==> config.mk <==
export PLATFORM = sky130hd
export DESIGN_NAME = instruction_fetch_unit
export DESIGN_NICKNAME = d
export VERILOG_FILES = /design/src/rtl/mips_pkg.sv /design/src/rtl/next_pc_logic.sv /design/src/rtl/instruction_fetch_unit.sv
export SDC_FILE = /design/constraint.sdc
export NUM_CORES = 1
export LEC_CHECK = 0
export CAP_MARGIN = 20
export CORE_ASPECT_RATIO = 0.9
export CORE_UTILIZATION = 54
export CTS_CLUSTER_DIAMETER = 30
export DETAILED_ROUTE_END_ITERATION = 8
export PLACE_DENSITY_LB_ADDON = 0.1
export SLEW_MARGIN = 20
export SYNTH_ARGS = -nofsm -noshare
export SYNTH_HDL_FRONTEND = slang
export SYNTH_HIERARCHICAL = 1
export SYNTH_SLANG_ARGS = --single-unit
export TNS_END_PERCENT = 20
==> constraint.sdc <==
create_clock -name clk -period 9.87 [get_ports clk]
set_input_delay 1.4805 -clock clk [delete_from_list [all_inputs] [get_ports clk]]
set_output_delay 1.4805 -clock clk [all_outputs]
set_load 0.02 [all_outputs]
==> src/rtl/mips_pkg.sv <==
// Shared constants, fetch state encoding and PC range helper for the MIPS front end.
// Latency: none (declarations and a pure function only).
// Backpressure: not applicable.
package mips_pkg;

    localparam logic [31:0] NOP_WORD         = 32'h0000_0000;
    localparam logic [31:0] PC_RESET_DEFAULT = 32'h0040_0000;

    // Opcode field of an instruction word, consumed by the control decoder.
    localparam int OPCODE_MSB = 31;
    localparam int OPCODE_LSB = 26;

    typedef enum logic [1:0] {
        IDLE,
        REQ,
        ISSUE,
        HALT
    } fetchState_e;

    // True when pc lies in [base, base + 4*depth). Subtracting first keeps the
    // test to one unsigned compare; the window itself never wraps 2^32.
    function automatic logic pcInRange(input logic [31:0] pc,
                                       input logic [31:0] base,
                                       input int unsigned depth);
        logic [31:0] offset;
        offset = pc - base;
        return offset < 32'(depth * 4);
    endfunction

endpackage

==> src/rtl/next_pc_logic.sv <==
// Combinational next-PC selection: jump over taken branch over sequential.
// Latency: zero cycles (pure combinational).
// Backpressure: none; the caller decides when the result is consumed.
module next_pc_logic (
    input  logic [31:0] pc_plus4,
    input  logic [31:0] branch_offset,
    input  logic [25:0] jump_target,
    input  logic        jump,
    input  logic        branch_eq,
    input  logic        branch_ne,
    input  logic        zero,
    output logic [31:0] next_pc,
    output logic        redirect
);

    logic        branchTaken;
    logic [31:0] branchAddr;
    logic [31:0] jumpAddr;

    assign branchTaken = (branch_eq & zero) | (branch_ne & ~zero);
    assign branchAddr  = pc_plus4 + (branch_offset << 2);
    assign jumpAddr    = {pc_plus4[31:28], jump_target, 2'b00};

    // Priority select; jump overrides any simultaneous branch condition.
    always_comb begin
        next_pc  = pc_plus4;
        redirect = 1'b0;
        if (jump) begin
            next_pc  = jumpAddr;
            redirect = 1'b1;
        end else if (branchTaken) begin
            next_pc  = branchAddr;
            redirect = 1'b1;
        end
    end

endmodule

==> src/rtl/instruction_fetch_unit.sv <==
// Instruction fetch: PC register, request/ready fetch FSM and hold register toward decode.
// Latency: 2 cycles per instruction minimum (1 in REQ, 1 in ISSUE); memory wait states add 1 each.
// Backpressure: stall holds the issued instruction and blocks the next fetch; imem_ready gates REQ.
module instruction_fetch_unit
    import mips_pkg::*;
#(
    parameter logic [31:0] PC_RESET     = PC_RESET_DEFAULT,
    parameter int unsigned MEMORY_DEPTH = 64
) (
    input  logic        clk,
    input  logic        reset,
    output logic        imem_req,
    output logic [31:0] imem_addr,
    input  logic        imem_ready,
    input  logic [31:0] imem_rdata,
    input  logic        stall,
    input  logic        branch_eq,
    input  logic        branch_ne,
    input  logic        jump,
    input  logic        zero,
    input  logic [31:0] branch_offset,
    input  logic [25:0] jump_target,
    output logic [31:0] instr,
    output logic [31:0] pc_plus4,
    output logic        instr_valid,
    output logic        fault
);

    fetchState_e state;
    logic [31:0] pc;
    logic [31:0] nextPc;
    logic        redirect;
    logic [31:0] issuePc;
    logic        issueLegal;
    logic        pcLegal;

    next_pc_logic u_next_pc (
        .pc_plus4      (pc_plus4),
        .branch_offset (branch_offset),
        .jump_target   (jump_target),
        .jump          (jump),
        .branch_eq     (branch_eq),
        .branch_ne     (branch_ne),
        .zero          (zero),
        .next_pc       (nextPc),
        .redirect      (redirect)
    );

    // pc already holds pc_plus4 while in ISSUE, so only a redirect replaces it.
    assign issuePc    = redirect ? nextPc : pc;
    assign issueLegal = pcInRange(issuePc, PC_RESET, MEMORY_DEPTH);
    assign pcLegal    = pcInRange(pc, PC_RESET, MEMORY_DEPTH);
    assign imem_addr  = pc;

    // Fetch FSM with registered outputs; every entry to REQ is range-checked first.
    always_ff @(posedge clk or posedge reset) begin
        if (reset) begin
            state       <= IDLE;
            pc          <= PC_RESET;
            instr       <= NOP_WORD;
            pc_plus4    <= 32'h0;
            instr_valid <= 1'b0;
            imem_req    <= 1'b0;
            fault       <= 1'b0;
        end else begin
            unique case (state)
                IDLE: begin
                    if (pcLegal) begin
                        state    <= REQ;
                        imem_req <= 1'b1;
                    end else begin
                        state <= HALT;
                        fault <= 1'b1;
                    end
                end
                REQ: begin
                    if (imem_ready) begin
                        instr       <= imem_rdata;
                        pc_plus4    <= pc + 32'd4;
                        pc          <= pc + 32'd4;
                        instr_valid <= 1'b1;
                        imem_req    <= 1'b0;
                        state       <= ISSUE;
                    end
                end
                ISSUE: begin
                    if (!stall) begin
                        instr_valid <= 1'b0;
                        pc          <= issuePc;
                        if (issueLegal) begin
                            state    <= REQ;
                            imem_req <= 1'b1;
                        end else begin
                            state <= HALT;
                            fault <= 1'b1;
                        end
                    end
                end
                HALT: begin
                    imem_req    <= 1'b0;
                    instr_valid <= 1'b0;
                    fault       <= 1'b1;
                end
            endcase
        end
    end

endmodule

==> out/summary.txt <==
LEAKAGE: 0.00415 µW
core area: 13600 µm²
IO Pins: 197
ys async rst share: 100%
Critical Path RT: 10.11 ns
Post-Route Skew: 0.00867 ns
WL/cell: 18.8 µm
final design utilization: 73.3%
Seq/Total Area, Yosys: 33.0%
adder-cell share of the synthesized area: 5.97%
Die H: 115 µm
Peak Freq: 188 MHz
Port Buffers: 194
aggregate global-route resource usage: 31.7%
Initial Util: 56.4%
mean post-synth cell area: 8.80 µm²
critical path endpoint category: flop
nets: 1161
post-synthesis cell count: 872
number of global-route vias before repair: 6884
first-pass GRT wire length: 36300 µm
Pre-Repair DR Iteration Count: 5
Syn. warnings: 6
Power Density: 323 nW/µm²
Root Driver: clkbuf_16
Hold Vio Cnt, Final: 0
DR iter-0 viols: 748
TritonCTS Sinks: 101
setup violators final: 0
Slew Viols, Final: 0
CTS hold repair buffers: 0
post-synthesis simple-gate area fraction: 19.6%
initial antenna violation count: 0
number of flops mapped to enable cells by yosys: 0
Layout area overhead: 30.0%
Antenna Nets Post-Route: 0
mux cell area share after synthesis: 8.68%
worst path arrival time: 5.57 ns
Synth Area in XOR/XNOR: 5.59%
Top FF cell, synth: dfrtp_1
commonest non-fill, non-tap cells in the layout: clkdlybuf4s50_1, dfrtp_1, nand2_1
cts repair resizes: 0
Inserted Clock Buffers: 9
most common cell after layout, fill and taps aside: clkdlybuf4s50_1
slew margin rel.: 26.8%
area occupied by multi-input gates: 4800 µm²
fillers: 1078
worst slew pin tran: 1.09 ns
status: completed
largest net degree at the start of global routing: 94
Worst setup SP type: input port
synthesized net count: 1006
min Tclk post-route: 5.33 ns
Rows: 40
Clk pin slew, worst setup/hold paths: 0.07 ns
H-tree lvl count: 3
fin crit share: 54.0%
Worst Hold Class: reg2reg
Vias/cell: 6.08
main combinational cell family by area after synthesis: compound AO/OA/AOI/OAI gates
GR Overflow Total: 0
share of layout cells above drive strength 1: 10.9%
routed vias: 7420
area leader, netlist: dfrtp_1
Netlist Area Pre-Place: 7670 µm²
Seq. cell area: 2530 µm²
CP Class: in2reg
post-synth top area share: 32.6%
Post-Layout Cell Count: 1221
residual DRC count: 0
Placed Cells: 1205
TritonCTS clock tree: yes
max_cap viols: 0
post-synthesis compound-gate area fraction: 22.4%
hold_ws: 0.467 ns
ant diodes: 0
top post-synthesis cells by area: dfrtp_1, mux2_2, ha_1
post-synth cell types: 89
Worst-Skew Late Latency: 0.36 ns
final wirelength: 23000 µm
RSZ-0062 raised after global routing: no
Worst Path Max Fanout: 5
hpwl dp: 16700 µm
Placer Congestion: 0.959
Post-CTS Setup Inserts: 0
maximum clock path buffer count: 2
Die ar.: 14700 µm²
post-synthesis register bit count: 101
maximum vdd ir drop: 241 µV
Die W: 128 µm
final setup TNS: 0 ns
[kinds of logic (layout without fill, tap and decap cells)]
group / Yosys count / after routing
adders and majority gates: 36 / 36
AOI/OAI and AO/OA: 260 / 260
xor gates and xnor gates: 49 / 49
DFF: 101 / 101
muxes: 60 / 60
buffers and inverters: 84 / 244
and+or+nand+nor: 282 / 282
[sequential cells by signal, indices dropped and copies added, names as in the netlist]
register     flops
state            2
pc_plus4        32
imem_addr       32
instr_valid      1
instr           32
fault            1
imem_req         1
[power by group]
part	internal, µW	total, µW	switching (µW)
clock network	208	379	170
logic	889	1980	1090
registers	601	866	265
total	1700	3220	1530
[layout make-up]
type                    instances  area share [%]
multi-input cells             687            48.1
repair buffers                201            19.9
clock buffers                  10            2.40
flip-flops and latches        101            25.4
inverters                      27            1.04
well taps                     189            2.37
clock inverters                 6           0.778
[routing by layer]
| layer | vias up | GRT usage (%) | part of all wire (%) |
|---|---|---|---|
| met4 | 0 | 6.20 | 1.3 |
| met1 | 3511 | 46.2 | 46 |
| li1 | 3495 | - | - |
| met3 | 32 | 9.31 | 10 |
| met5 | - | 0 | 0 |
| met2 | 382 | 47.0 | 43 |
[Yosys cell counts (9+ instances only)]
master	number
ha_1	35
nand4_1	9
o21a_1	9
nand3_1	30
buf_2	13
nor3_1	25
dfrtp_1	100
xor2_1	19
mux2i_1	11
nor2_1	51
a21o_1	16
o22ai_1	9
a211oi_1	10
a31oi_1	11
and3_1	15
o21ai_0	76
clkbuf_1	36
xnor2_1	30
inv_1	27
o21ai_1	17
mux2_2	48
nand2_1	92
a21oi_1	50
[through the flow]
stage	setup WS, ns	cell area [µm²]	total power, µW
6_report	4.54	9970	3220
4_1_cts	4.59	9970	3210
5_1_grt	4.40	9970	3430
3_5_place_dp	4.23	9660	2810
3_3_place_gp	4.25	9660	2770
2_1_floorplan	5.20	7670	2100
[critical path: stages]
cell	delay (ns)
clkdlybuf4s50_1	0.40
ha_1	0.23
fa_1	0.40
a21oi_1	0.22
o21ai_1	0.12
a21oi_2	0.27
o21ai_1	0.21
a221o_1	0.38
a22o_1	0.27
mux2i_1	0.18
nand3_1	0.12
nor4_1	0.35
nand4_1	0.24
o32ai_2	0.25
o221ai_2	0.14
mux2_4	0.32
[final timing paths]
path	start	slack, ns	depth (start not counted)	end
worst max-delay path	branch_offset[0]	4.54	16	imem_req
worst min-delay path	fault	0.47	1	fault
worst max register to register	pc_plus4[2]	5.64	15	imem_req
worst min register to register	fault	0.47	1	fault
max in group asynchronous	reset	7.15	3	imem_addr[15]
min in group asynchronous	reset	1.52	2	instr[23]
Note: power is estimated with default switching activity, not from simulation.
